File: src/rtl/alu2_sequencer.sv
// Command-side sequencer for the 8-bit alu2 ALU: accepts a command, walks the ALU's
// write/settle/strobe/busy protocol and returns result, flags and carry on a response port.
module alu2_sequencer #(
    parameter int LOAD_CYCLES   = 2,
    parameter int SETTLE_CYCLES = 2,
    parameter int TIMEOUT       = 31
) (
    input  logic       aclk,
    input  logic       aresetn,
    input  logic       rx_cmd_valid,
    output logic       tx_cmd_ready,
    input  logic [2:0] rx_cmd_opcode,
    input  logic [7:0] rx_cmd_operand0,
    input  logic [7:0] rx_cmd_operand1,
    input  logic       rx_cmd_usecarry,
    input  logic       rx_carry_clear,
    output logic       tx_alu_enable,
    output logic       tx_alu_write,
    output logic       tx_alu_strobe,
    output logic [2:0] tx_alu_opcode,
    output logic [7:0] tx_alu_operand0,
    output logic [7:0] tx_alu_operand1,
    output logic       tx_alu_carryflag,
    input  logic [7:0] rx_alu_result,
    input  logic       rx_alu_carryflag,
    input  logic       rx_alu_zeroflag,
    input  logic       rx_alu_signflag,
    input  logic       rx_alu_ready,
    output logic       tx_rsp_valid,
    input  logic       rx_rsp_ready,
    output logic [7:0] tx_rsp_result,
    output logic [2:0] tx_rsp_flags,
    output logic       tx_rsp_timeout
);

    localparam int PH_MAX = (LOAD_CYCLES > SETTLE_CYCLES) ? LOAD_CYCLES : SETTLE_CYCLES;
    localparam int PH_W   = $clog2(PH_MAX + 1);
    localparam int TO_W   = $clog2(TIMEOUT + 1);

    localparam logic [PH_W-1:0] LOAD_LAST   = PH_W'(LOAD_CYCLES - 1);
    localparam logic [PH_W-1:0] SETTLE_LAST = PH_W'(SETTLE_CYCLES - 1);
    localparam logic [TO_W-1:0] TO_LAST     = TO_W'(TIMEOUT - 1);
    localparam logic [TO_W-1:0] TO_MAX      = TO_W'(TIMEOUT);

    typedef enum logic [2:0] {
        S_IDLE,
        S_LOAD,
        S_SETTLE,
        S_STROBE,
        S_BUSY,
        S_RESP
    } state_t;

    state_t          state;
    logic [PH_W-1:0] phase_cnt;
    logic [TO_W-1:0] tmo_cnt;
    logic            seen_low;
    logic            carry_q;

    always_ff @(posedge aclk or negedge aresetn) begin
        if (!aresetn) begin
            state            <= S_IDLE;
            phase_cnt        <= '0;
            tmo_cnt          <= '0;
            seen_low         <= 1'b0;
            carry_q          <= 1'b0;
            tx_cmd_ready     <= 1'b1;
            tx_alu_enable    <= 1'b0;
            tx_alu_write     <= 1'b0;
            tx_alu_strobe    <= 1'b0;
            tx_alu_opcode    <= '0;
            tx_alu_operand0  <= '0;
            tx_alu_operand1  <= '0;
            tx_alu_carryflag <= 1'b0;
            tx_rsp_valid     <= 1'b0;
            tx_rsp_result    <= '0;
            tx_rsp_flags     <= '0;
            tx_rsp_timeout   <= 1'b0;
        end else begin
            case (state)
                S_IDLE: begin
                    if (rx_cmd_valid) begin
                        tx_alu_opcode    <= rx_cmd_opcode;
                        tx_alu_operand0  <= rx_cmd_operand0;
                        tx_alu_operand1  <= rx_cmd_operand1;
                        tx_alu_carryflag <= rx_cmd_usecarry & carry_q;
                        tx_cmd_ready     <= 1'b0;
                        tx_alu_enable    <= 1'b1;
                        tx_alu_write     <= 1'b1;
                        phase_cnt        <= '0;
                        state            <= S_LOAD;
                    end
                end
                S_LOAD: begin
                    if (phase_cnt == LOAD_LAST) begin
                        tx_alu_write <= 1'b0;
                        phase_cnt    <= '0;
                        state        <= S_SETTLE;
                    end else begin
                        phase_cnt <= phase_cnt + PH_W'(1);
                    end
                end
                S_SETTLE: begin
                    if (phase_cnt == SETTLE_LAST) begin
                        tx_alu_strobe <= 1'b1;
                        state         <= S_STROBE;
                    end else begin
                        phase_cnt <= phase_cnt + PH_W'(1);
                    end
                end
                S_STROBE: begin
                    tx_alu_strobe <= 1'b0;
                    seen_low      <= 1'b0;
                    tmo_cnt       <= '0;
                    state         <= S_BUSY;
                end
                S_BUSY: begin
                    // Completion needs a full low-then-high cycle of ALU ready, not a stale high.
                    if (!rx_alu_ready) seen_low <= 1'b1;
                    if (tmo_cnt != TO_MAX) tmo_cnt <= tmo_cnt + TO_W'(1);
                    if (seen_low && rx_alu_ready) begin
                        tx_rsp_result  <= rx_alu_result;
                        tx_rsp_flags   <= {rx_alu_carryflag, rx_alu_zeroflag, rx_alu_signflag};
                        tx_rsp_timeout <= 1'b0;
                        carry_q        <= rx_alu_carryflag;
                        tx_rsp_valid   <= 1'b1;
                        tx_alu_enable  <= 1'b0;
                        state          <= S_RESP;
                    end else if (tmo_cnt == TO_LAST) begin
                        tx_rsp_result  <= '0;
                        tx_rsp_flags   <= '0;
                        tx_rsp_timeout <= 1'b1;
                        tx_rsp_valid   <= 1'b1;
                        tx_alu_enable  <= 1'b0;
                        state          <= S_RESP;
                    end
                end
                S_RESP: begin
                    if (rx_rsp_ready) begin
                        tx_rsp_valid <= 1'b0;
                        tx_cmd_ready <= 1'b1;
                        state        <= S_IDLE;
                    end
                end
                default: state <= S_IDLE;
            endcase
            // Placed last so an explicit clear overrides a same-cycle carry capture.
            if (rx_carry_clear) carry_q <= 1'b0;
        end
    end

endmodule

File: config.mk
export PLATFORM = sky130hd
export DESIGN_NAME = alu2_sequencer
export DESIGN_NICKNAME = d
export VERILOG_FILES = /design/src/rtl/alu2_sequencer.sv
export SDC_FILE = /design/constraint.sdc
export NUM_CORES = 1
export LEC_CHECK = 0
export CORE_UTILIZATION = 49
export CTS_CLUSTER_SIZE = 14
export DETAILED_ROUTE_END_ITERATION = 8
export HOLD_SLACK_MARGIN = 0.12
export PLACE_DENSITY_LB_ADDON = 0.12
export SLEW_MARGIN = 15
export SYNTH_ARGS = -nofsm -noshare
export SYNTH_HDL_FRONTEND = slang
export SYNTH_SLANG_ARGS = --single-unit
File: constraint.sdc
create_clock -name aclk -period 5.2 [get_ports aclk]
set_input_delay 0.78 -clock aclk [delete_from_list [all_inputs] [get_ports aclk]]
set_output_delay 0.78 -clock aclk [all_outputs]
set_load 0.01 [all_outputs]
==> impl_metrics.py, run 1 <==
metrics = {
    "logic_synthesis": {
        "synth_edf_count": 0,
        "synth.largest_area_cell": "dfrtp_1",
        "avgSynthCellArea_um2": 12.91,
        "synth_flop_cell": "dfrtp_1",
        "synth.yosys.seq_area_share_pct": 54.65,
        "ys_seq_elements": 49,
        "synthAdderAreaFrac_pct": 2.786,
        "synth_warnings": 0,
        "async_flop_share_pct": 100.0,
        "synthCells": 174,
        "synthSimpleGateAreaFrac_pct": 10.97,
        "yosysMostFrequentCell": "dfrtp_1",
        "syn-cell-area_um2": 2246,
        "ys_types": 45,
        "synth_top_family_by_area": "compound AO/OA/AOI/OAI gates",
        "synth_top_area_share_pct": 53.48,
        "synth_xor_area_share_pct": 0.3900,
        "synth_compound_area_share_pct": 13.98,
        "yosys-top-cells-count": "dfrtp_1 (48), a21oi_1 (13), a22o_1 (11)",
        "mappedNetlistNets": 216,
        "synthMuxAreaShare_pct": 12.65,
        "synth_area_leaders": "dfrtp_1 (53%), mux2_4 (6.7%), a22o_1 (4.3%), mux2_1 (3.0%), a21oi_1 (2.9%)",
    },
    "placed_design": {
        "portBuffers": 73,
        "hpwlAfterDp_mm": 3.053,
        "place_congestion": 0.7402,
    },
    "timing": {
        "worst_slew_pin_slew_ps": 848.9,
        "fmax_mhz": 464.2,
        "min_period_over_period_pct": 41.43,
        "hold_viol": 0,
        "min_period_ps": 2154,
        "setup_viol": 0,
        "rsz0062_at_grt": "no",
        "relSlewSlack_pct": 43.02,
        "skew_ps": 6.817,
        "timing.setup.tns_ps": 0,
        "final_max_slew_viol_count": 0,
    },
    "clocking": {
        "htree_levels": 2,
        "cts.sinks": 49,
        "cts_buffer_depth": 2,
        "clk_pin_slew_ps": 80,
        "cts_resized": 0,
        "cts_hold_buf": 0,
        "root_buffer": "clkbuf_8",
        "tritoncts": "done",
        "worstSkewPairLatency_ps": 300,
        "cts_setup_buffers": 0,
        "numCtsBuffers": 5,
    },
    "worst_setup_path": {
        "cp.arrival_ps": 1370,
        "worstSetupPathType": "reg2out",
        "critPathMaxFanout": 2,
        "cpLargestDelayFamily": "buffers and inverters",
        "crit_chain": "clkdlybuf4s50_1",
        "endpoint_kind": "primary output",
        "cp.required_ps": 4420,
        "critPathSlowestCell": "clkdlybuf4s50_1",
        "cp-start-kind": "register",
        "critPathBufInv": 1,
        "slowest_delay_ps": 550,
    },
    "layout": {
        "final_nets": 287,
        "layout-drive-gt1-share_pct": 12.60,
        "postLayoutCoreUtil_pct": 70.12,
        "syn2layout_area_growth_pct": 36.88,
        "antenna_cells": 0,
        "fillers": 317,
    },
    "die": {
        "dieHeight_um": 69.70,
        "pin_count": 74,
        "die_x_um": 69.70,
        "core_area_um2": 4384,
        "die_area_um2": 4858,
        "rows": 24,
        "start_util_pct": 51.23,
    },
    "grt": {
        "antenna_found_initial": 0,
        "grt_pass1_vias": 1589,
        "grt-ovfl-total": 0,
        "grt_pass1_wl_mm": 7.748,
        "globalRouteTotalUtil_pct": 20.24,
        "grt_max_degree": 50,
    },
    "drt": {
        "drcViolationCount": 0,
        "drt_iter0_drc": 81,
        "routedWlPerCell_um": 15.03,
        "ant_nets": 0,
        "vias_per_cell": 5.440,
        "dr_total_vias": 1621,
        "totalWireLength_mm": 4.479,
        "dr.pass1.iters": 4,
    },
    "power": {
        "p_leak_uw": 0.001326,
        "ir_worst_vdd_mv": 0.3144,
        "powerDensity_nw_per_um2": 554.1,
    },
    "hold_path": {
        "worstHoldPathType": "in2async",
    },
    "run": {
        "maxCapViolCount": 0,
    },
    "run_status": {
        "outcome": "finished, final reports clean",
    },
}
## power by group
part	internal, uW	switching, uW
logic	467	279
clock network	144	123
registers	542	149
total	1150	551
## path summary, 6_finish.rpt
| path | cells after the start | end | start | slack, ps |
|---|---|---|---|---|
| worst max-delay path | 1 | tx_cmd_ready | tx_cmd_ready$_DFFE_PN1P_ | 3050 |
| max in group asynchronous | 1 | tx_alu_operand1[6]$_DFFE_PN0P_ | aresetn | 4320 |
| worst min-delay path | 1 | tmo_cnt[2]$_DFFE_PN0P_ | aresetn | 480 |
| worst min register to register | 1 | tx_alu_operand0[4]$_DFFE_PN0P_ | tx_alu_operand0[4]$_DFFE_PN0P_ | 490 |
| worst max register to register | 5 | tx_rsp_result[3]$_DFFE_PN0P_ | tmo_cnt[0]$_DFFE_PN0P_ | 3280 |
| min in group aclk | 1 | tx_alu_operand0[4]$_DFFE_PN0P_ | tx_alu_operand0[4]$_DFFE_PN0P_ | 490 |
## routing by layer
metal  GRT usage, %  wire (um)
met3          6.395        295
met2          30.31       2086
met5              0          0
met4          6.444         59
met1          28.24       2037
## state kept, by name, indices dropped and copies added (netlist names), 2 cells and up
| register | flops |
|---|---|
| tmo_cnt | 5 |
| state | 3 |
| tx_rsp_flags | 3 |
| tx_alu_operand1 | 8 |
| phase_cnt | 2 |
| tx_alu_operand0 | 8 |
| tx_alu_opcode | 3 |
| tx_rsp_result | 8 |
## layout by cell type, fill, tap and decap left out, types with 3 or more instances in the layout
cell	synthesis	final
a22o_1	11	11
nor3_1	3	3
dfrtp_1	48	48
mux2_1	6	6
mux2_2	5	5
a211oi_1	3	3
a21oi_1	13	13
clkbuf_8	0	5
o21ai_0	5	5
nand2_1	7	7
nor2_1	10	10
mux2_4	10	10
clkdlybuf4s50_1	0	72
ha_1	5	5
inv_1	5	5
## kinds of logic (layout without fill, tap and decap cells)
kind of cell             count (synthesis)  count (layout)
AND/OR/NAND/NOR                         37              37
adder cells (fa/ha/maj)                  5               5
XOR/XNOR                                 1               1
buffers and inverters                   15              87
AO/OA/AOI/OAI                           45              45
multiplexers                            22              22
flip-flops                              49              49
## through the flow
step	hold WS, ps	setup WS [ps]	std cells	total power [uW]	instance area [um2]
6_report	479.6	3046	298	1703	3074
5_1_grt	517.5	2994	298	1817	3074
4_1_cts	496.1	3023	298	1721	3072
3_5_place_dp	476.1	2786	290	1444	2960
3_3_place_gp	470.2	2820	290	1426	2960
2_1_floorplan	461.6	3466	174	1108	2246
## cell type report
class / count / area (um2) / area share [%]
Inverter: 5 / 18.77 / 0.6105
Clock inverter: 2 / 38.79 / 1.262
Clock buffer: 6 / 72.57 / 2.361
Tap cell: 52 / 65.06 / 2.116
Sequential cell: 49 / 1227 / 39.93
Multi-Input combinational cell: 110 / 915.9 / 29.79
Timing Repair Buffer: 74 / 735.7 / 23.93
Power figures use the tool's default switching activity.
==> run 2: changes to the inputs <==
CORE_UTILIZATION = 41   (was 49)
clock period = 1.9 ns   (was 5.2 ns; I/O delays follow)
==> impl_metrics.py, run 2 (synthesis gave the netlist of run 1 again) <==
metrics = {
    "drt": {
        "ant_nets": 0,
        "drt_iter0_drc": 81,
        "dr.pass1.iters": 4,
        "dr_total_vias": 1653,
        "totalWireLength_mm": 4.740,
        "vias_per_cell": 5.086,
        "routedWlPerCell_um": 14.58,
        "drcViolationCount": 0,
    },
    "timing": {
        "timing.setup.tns_ps": 0,
        "setup_viol": 0,
        "relSlewSlack_pct": 61.80,
        "min_period_over_period_pct": 94.69,
        "min_period_ps": 1799,
        "worst_slew_pin_slew_ps": 573.0,
        "final_max_slew_viol_count": 0,
        "fmax_mhz": 555.8,
        "rsz0062_at_grt": "no",
        "skew_ps": 9.877,
        "hold_viol": 0,
    },
    "clocking": {
        "tritoncts": "done",
        "cts.sinks": 49,
        "cts_buffer_depth": 2,
        "clk_pin_slew_ps": 100,
        "htree_levels": 2,
        "worstSkewPairLatency_ps": 310,
        "root_buffer": "clkbuf_8",
        "numCtsBuffers": 5,
    },
    "layout": {
        "syn2layout_area_growth_pct": 42.67,
        "layout_common_cells": "clkdlybuf4s50_1 (72), dfrtp_1 (47), a21oi_1 (13), a22o_1 (11)",
        "final_common_cell": "clkdlybuf4s50_1",
        "layout-drive-gt1-share_pct": 16.08,
        "antenna_cells": 0,
        "fin_area_um2": 3204,
        "top_regs": "tx_alu_operand0 (8), tx_alu_operand1 (8), tx_rsp_result (8)",
        "final_nets": 296,
    },
    "power": {
        "p_leak_uw": 0.001386,
        "ir_worst_vdd_mv": 0.7701,
        "power_switching_uw": 1553,
        "p_int_uw": 3351,
        "p_clk_share_pct": 18.3,
        "p_sw_share_pct": 31.67,
        "seqPwrFrac_pct": 37.9,
        "p_comb_share_pct": 43.8,
        "powerDensity_nw_per_um2": 1531,
    },
    "grt": {
        "grt_pass1_vias": 1719,
        "globalRouteTotalUtil_pct": 18.17,
        "grt_pass1_wl_mm": 8.217,
        "antenna_found_initial": 0,
        "grt_max_degree": 26,
        "grt-ovfl-total": 0,
    },
    "placed_design": {
        "place_congestion": 0.7561,
        "place_area_um2": 3055,
        "hpwlAfterDp_mm": 3.503,
        "portBuffers": 73,
    },
    "hold_path": {
        "worstHoldPathType": "reg2reg",
    },
    "run": {
        "maxCapViolCount": 0,
    },
    "die": {
        "die_area_um2": 5778,
        "die_x_um": 76.01,
        "pin_count": 74,
        "core_area_um2": 5205,
        "rows": 26,
        "dieHeight_um": 76.01,
        "start_util_pct": 43.15,
    },
    "worst_setup_path": {
        "reg2reg_slack_ps": 100,
        "crit_chain": "ha_1, and3_1, ha_1, and4b_1, a21oi_1, a311oi_1",
        "cp.arrival_ps": 2010,
        "reg2reg_from": "tmo_cnt[0]$_DFFE_PN0P_",
        "cp-start-kind": "register",
        "reg2reg_depth": 6,
        "cp.required_ps": 2110,
        "slowest_delay_ps": 450,
        "reg2reg_to": "tmo_cnt[3]$_DFFE_PN0P_",
        "critPathCapture": "tmo_cnt[3]$_DFFE_PN0P_",
        "critPathMaxFanout": 6,
        "endpoint_kind": "register",
        "critPathLaunch": "tmo_cnt[0]$_DFFE_PN0P_",
        "worstSetupPathType": "reg2reg",
        "critPathSlowestCell": "dfrtp_2",
        "cp_common_cell": "ha_1",
    },
    "run_status": {
        "outcome": "finished, final reports clean",
    },
}
## run 2: cell count changes in the layout (fill, tap and decap cells not counted)
cell and change:
dfrtp_2 +1, dfrtp_1 -1, buf_2 +1, inv_6 +1, clkinv_4 -1, dlygate4sd3_1 +1
buf_12 +1, buf_4 +6, clkbuf_1 -1, bufinv_16 +1
## run 2: cell type report
type	count	area (um2)
Clock buffer	5	68.82
Clock inverter	3	68.82
Fill cell	443	2001
Inverter	5	18.77
Multi-Input combinational cell	110	915.9
Sequential cell	49	1229
Tap cell	70	87.58
Timing Repair Buffer	83	815.8
## run 2: how the worst min path moves through the flow
stage / cells past startpoint / from / end
2_1_floorplan: 0 / aresetn / carry_q$_DFFE_PN0P_
3_3_place_gp: 1 / aresetn / tx_alu_operand1[0]$_DFFE_PN0P_
3_5_place_dp: 1 / aresetn / tx_alu_opcode[1]$_DFFE_PN0P_
4_1_cts: 1 / tx_alu_operand0[3]$_DFFE_PN0P_ / tx_alu_operand0[3]$_DFFE_PN0P_
5_1_grt: 2 / rx_carry_clear / carry_q$_DFFE_PN0P_
6_report: 1 / tx_alu_operand0[5]$_DFFE_PN0P_ / tx_alu_operand0[5]$_DFFE_PN0P_
## run 2: timing repair
| action | in CTS | in global routing |
|---|---|---|
| resized for setup | 0 | 1 |
| setup endpoints to repair | 0 | 1 |
| hold buffers | 1 | 0 |
| endpoints found under the hold margin | 23 | 0 |
| buffers inserted | 0 | 0 |
## run 2: power by group through the flow
stage | logic [uW] | registers [uW] | clock network (uW)
detailed placement | 2180 | 1860 | 0
global placement | 2140 | 1870 | 0
CTS | 2180 | 1860 | 920
global route | 2320 | 1930 | 974
floorplan | 1120 | 1910 | 0
finish | 2150 | 1860 | 898
## run 2: critical path: cells and delay by family (launching register included)
kind	cells	cell delay, ps
AND/OR/NAND/NOR	2	490
flip-flops	1	450
AO/OA/AOI/OAI	2	290
adder cells (fa/ha/maj)	2	470
## run 2: metrics by stage
stage	hold WS [ps]	power [uW]	setup slack (ps)	std cells	util, %
floorplan	-10.59	3031	230.9	174	-
finish	498.1	4904	100.8	325	61.56
global placement	308.6	4004	111.2	316	58.70
CTS	501.3	4960	87.97	325	61.54
global route	499.2	5226	3.887	325	61.56
detailed placement	315.5	4039	119.0	316	58.70
## run 2: metal layers
metal,share of wire (%),track usage [%]
met1,46,23.90
met2,47,27.91
met3,5.3,5.629
met4,1.5,7.500
met5,0,0
==> run 3: changes to the inputs <==
==> constraint.sdc (replaced) <==
create_clock -name aclk -period 1.9 [get_ports aclk]
set_input_delay 0.19 -clock aclk [delete_from_list [all_inputs] [get_ports aclk]]
set_output_delay 0.19 -clock aclk [all_outputs]
set_load 0.01 [all_outputs]
==> impl_metrics.py, run 3 (synthesis gave the netlist of run 1 again) <==
metrics = {
    "timing": {
        "min_period_over_period_pct": 94.52,
        "setup_viol": 0,
        "timing.hold.ws_ps": 271.3,
        "timing.setup.tns_ps": 0,
        "hold_viol": 0,
        "skew_ps": 3.975,
        "worst_slew_pin_slew_ps": 493.9,
        "relSlewSlack_pct": 67.08,
        "fmax_mhz": 556.8,
        "rsz0062_at_grt": "no",
        "min_period_ps": 1796,
        "final_max_slew_viol_count": 0,
        "finalWorstSetupSlack_ps": 104.1,
    },
    "grt": {
        "globalRouteTotalUtil_pct": 17.43,
        "grt-ovfl-total": 0,
        "antenna_found_initial": 0,
        "grt_pass1_vias": 1659,
        "grt_pass1_wl_mm": 7.928,
        "grt_max_degree": 42,
    },
    "drt": {
        "vias_per_cell": 5.052,
        "totalWireLength_mm": 4.672,
        "drt_iter0_drc": 73,
        "dr_total_vias": 1637,
        "dr.pass1.iters": 2,
        "drcViolationCount": 0,
        "ant_nets": 0,
        "routedWlPerCell_um": 14.42,
    },
    "power": {
        "p_clk_share_pct": 13.9,
        "p_sw_share_pct": 32.91,
        "ir_worst_vdd_mv": 0.9019,
        "seqPwrFrac_pct": 39.5,
        "powerDensity_nw_per_um2": 1470,
        "p_int_uw": 3123,
        "p_comb_share_pct": 46.6,
        "power_switching_uw": 1532,
        "p_leak_uw": 0.001368,
    },
    "layout": {
        "fin_area_um2": 3167,
        "layout_common_cells": "clkdlybuf4s50_1 (72), dfrtp_1 (48), a21oi_1 (13), a22o_1 (11)",
        "layout-drive-gt1-share_pct": 15.35,
        "antenna_cells": 0,
        "postLayoutCoreUtil_pct": 60.84,
        "final_common_cell": "clkdlybuf4s50_1",
        "syn2layout_area_growth_pct": 41.00,
        "seq_area_um2": 1227,
        "fillers": 461,
        "multi_input_area_um2": 915.9,
        "top_regs": "tx_alu_operand0 (8), tx_alu_operand1 (8), tx_rsp_result (8)",
        "final_nets": 295,
    },
    "placed_design": {
        "hpwlAfterDp_mm": 3.308,
        "place_area_um2": 3060,
        "place_congestion": 0.8013,
        "dp_slack_ps": 131.0,
        "portBuffers": 73,
    },
    "die": {
        "rows": 26,
        "die_x_um": 76.01,
        "dieHeight_um": 76.01,
        "die_area_um2": 5778,
        "start_util_pct": 43.15,
        "core_area_um2": 5205,
        "pin_count": 74,
    },
    "worst_setup_path": {
        "critPathMaxFanout": 6,
        "cp.arrival_ps": 2010,
        "reg2reg_from": "tmo_cnt[0]$_DFFE_PN0P_",
        "cp-start-kind": "register",
        "reg2reg_depth": 6,
        "cp.required_ps": 2110,
        "reg2reg_slack_ps": 100,
        "endpoint_kind": "register",
        "reg2reg_to": "tmo_cnt[3]$_DFFE_PN0P_",
        "worstSetupPathType": "reg2reg",
    },
    "clocking": {
        "worstSkewPairLatency_ps": 300,
        "root_buffer": "clkbuf_8",
        "cts.sinks": 49,
        "tritoncts": "done",
        "htree_levels": 2,
        "clk_pin_slew_ps": 90,
        "numCtsBuffers": 5,
        "cts_resized": 0,
        "cts_setup_buffers": 0,
        "cts_buffer_depth": 2,
        "cts_hold_buf": 1,
    },
    "run": {
        "maxCapViolCount": 0,
    },
    "run_status": {
        "outcome": "finished, final reports clean",
    },
    "hold_path": {
        "worstHoldPathType": "in2async",
    },
}
==> run 3: changes by cell type in the layout (fill, tap and decap cells not counted) <==
cell and change:
clkinv_4 +1, inv_6 -1, clkinv_2 +1, dfrtp_1 +1, clkbuf_8 +1, buf_12 +1
bufinv_16 -2, buf_4 -2, dfrtp_2 -1
==> run 3: area by class of cell <==
cell class | count | area share, %
multi-input cells | 110 | 28.92
well taps | 70 | 2.766
inverters | 5 | 0.5927
clock inverters | 2 | 0.4346
flip-flops and latches | 49 | 38.76
clock buffers | 6 | 2.608
repair buffers | 82 | 25.92
==> run 3: worst max-delay path: stages, from the launching register on <==
cell and delay (ps):
dfrtp_1 440, ha_1 240, and3_1 190, ha_1 240, and4b_1 290, a21oi_1 70
a311oi_1 230
==> run 3: metrics by stage <==
| step | instances | total power (uW) |
|---|---|---|
| 2_1_floorplan | 174 | 3031 |
| 3_3_place_gp | 315 | 4019 |
| 3_5_place_dp | 315 | 4040 |
| 4_1_cts | 324 | 4718 |
| 5_1_grt | 324 | 4964 |
| 6_report | 324 | 4654 |
==> run 3: how the worst max path moves through the flow <==
stage	end	cells past startpoint	slack [ps]	startpoint
after floorplan	tmo_cnt[3]$_DFFE_PN0P_	6	230	tmo_cnt[0]$_DFFE_PN0P_
after global placement	tmo_cnt[3]$_DFFE_PN0P_	6	160	tmo_cnt[0]$_DFFE_PN0P_
after detailed placement	tmo_cnt[3]$_DFFE_PN0P_	6	130	tmo_cnt[0]$_DFFE_PN0P_
after CTS	tmo_cnt[3]$_DFFE_PN0P_	6	100	tmo_cnt[0]$_DFFE_PN0P_
after global routing	tmo_cnt[3]$_DFFE_PN0P_	6	1	tmo_cnt[0]$_DFFE_PN0P_
final	tmo_cnt[3]$_DFFE_PN0P_	6	100	tmo_cnt[0]$_DFFE_PN0P_
==> run 3: routing by layer <==
layer  vias to the layer above  track usage (%)  routed length (um)
li1                        787                -                   -
met1                       805            23.72                2181
met2                        39            25.64                2112
met3                         6            6.108                 314
met4                         0            6.538                  63
met5                         -                0                   0
==> run 3: power by group through the flow <==
stage                     Combinational [uW]  Sequential, uW  Clock, uW
after floorplan                         1120            1910          0
after global placement                  2160            1860          0
after detailed placement                2200            1840          0
after CTS                               2200            1840        674
after global routing                    2350            1900        715
final                                   2170            1840        646
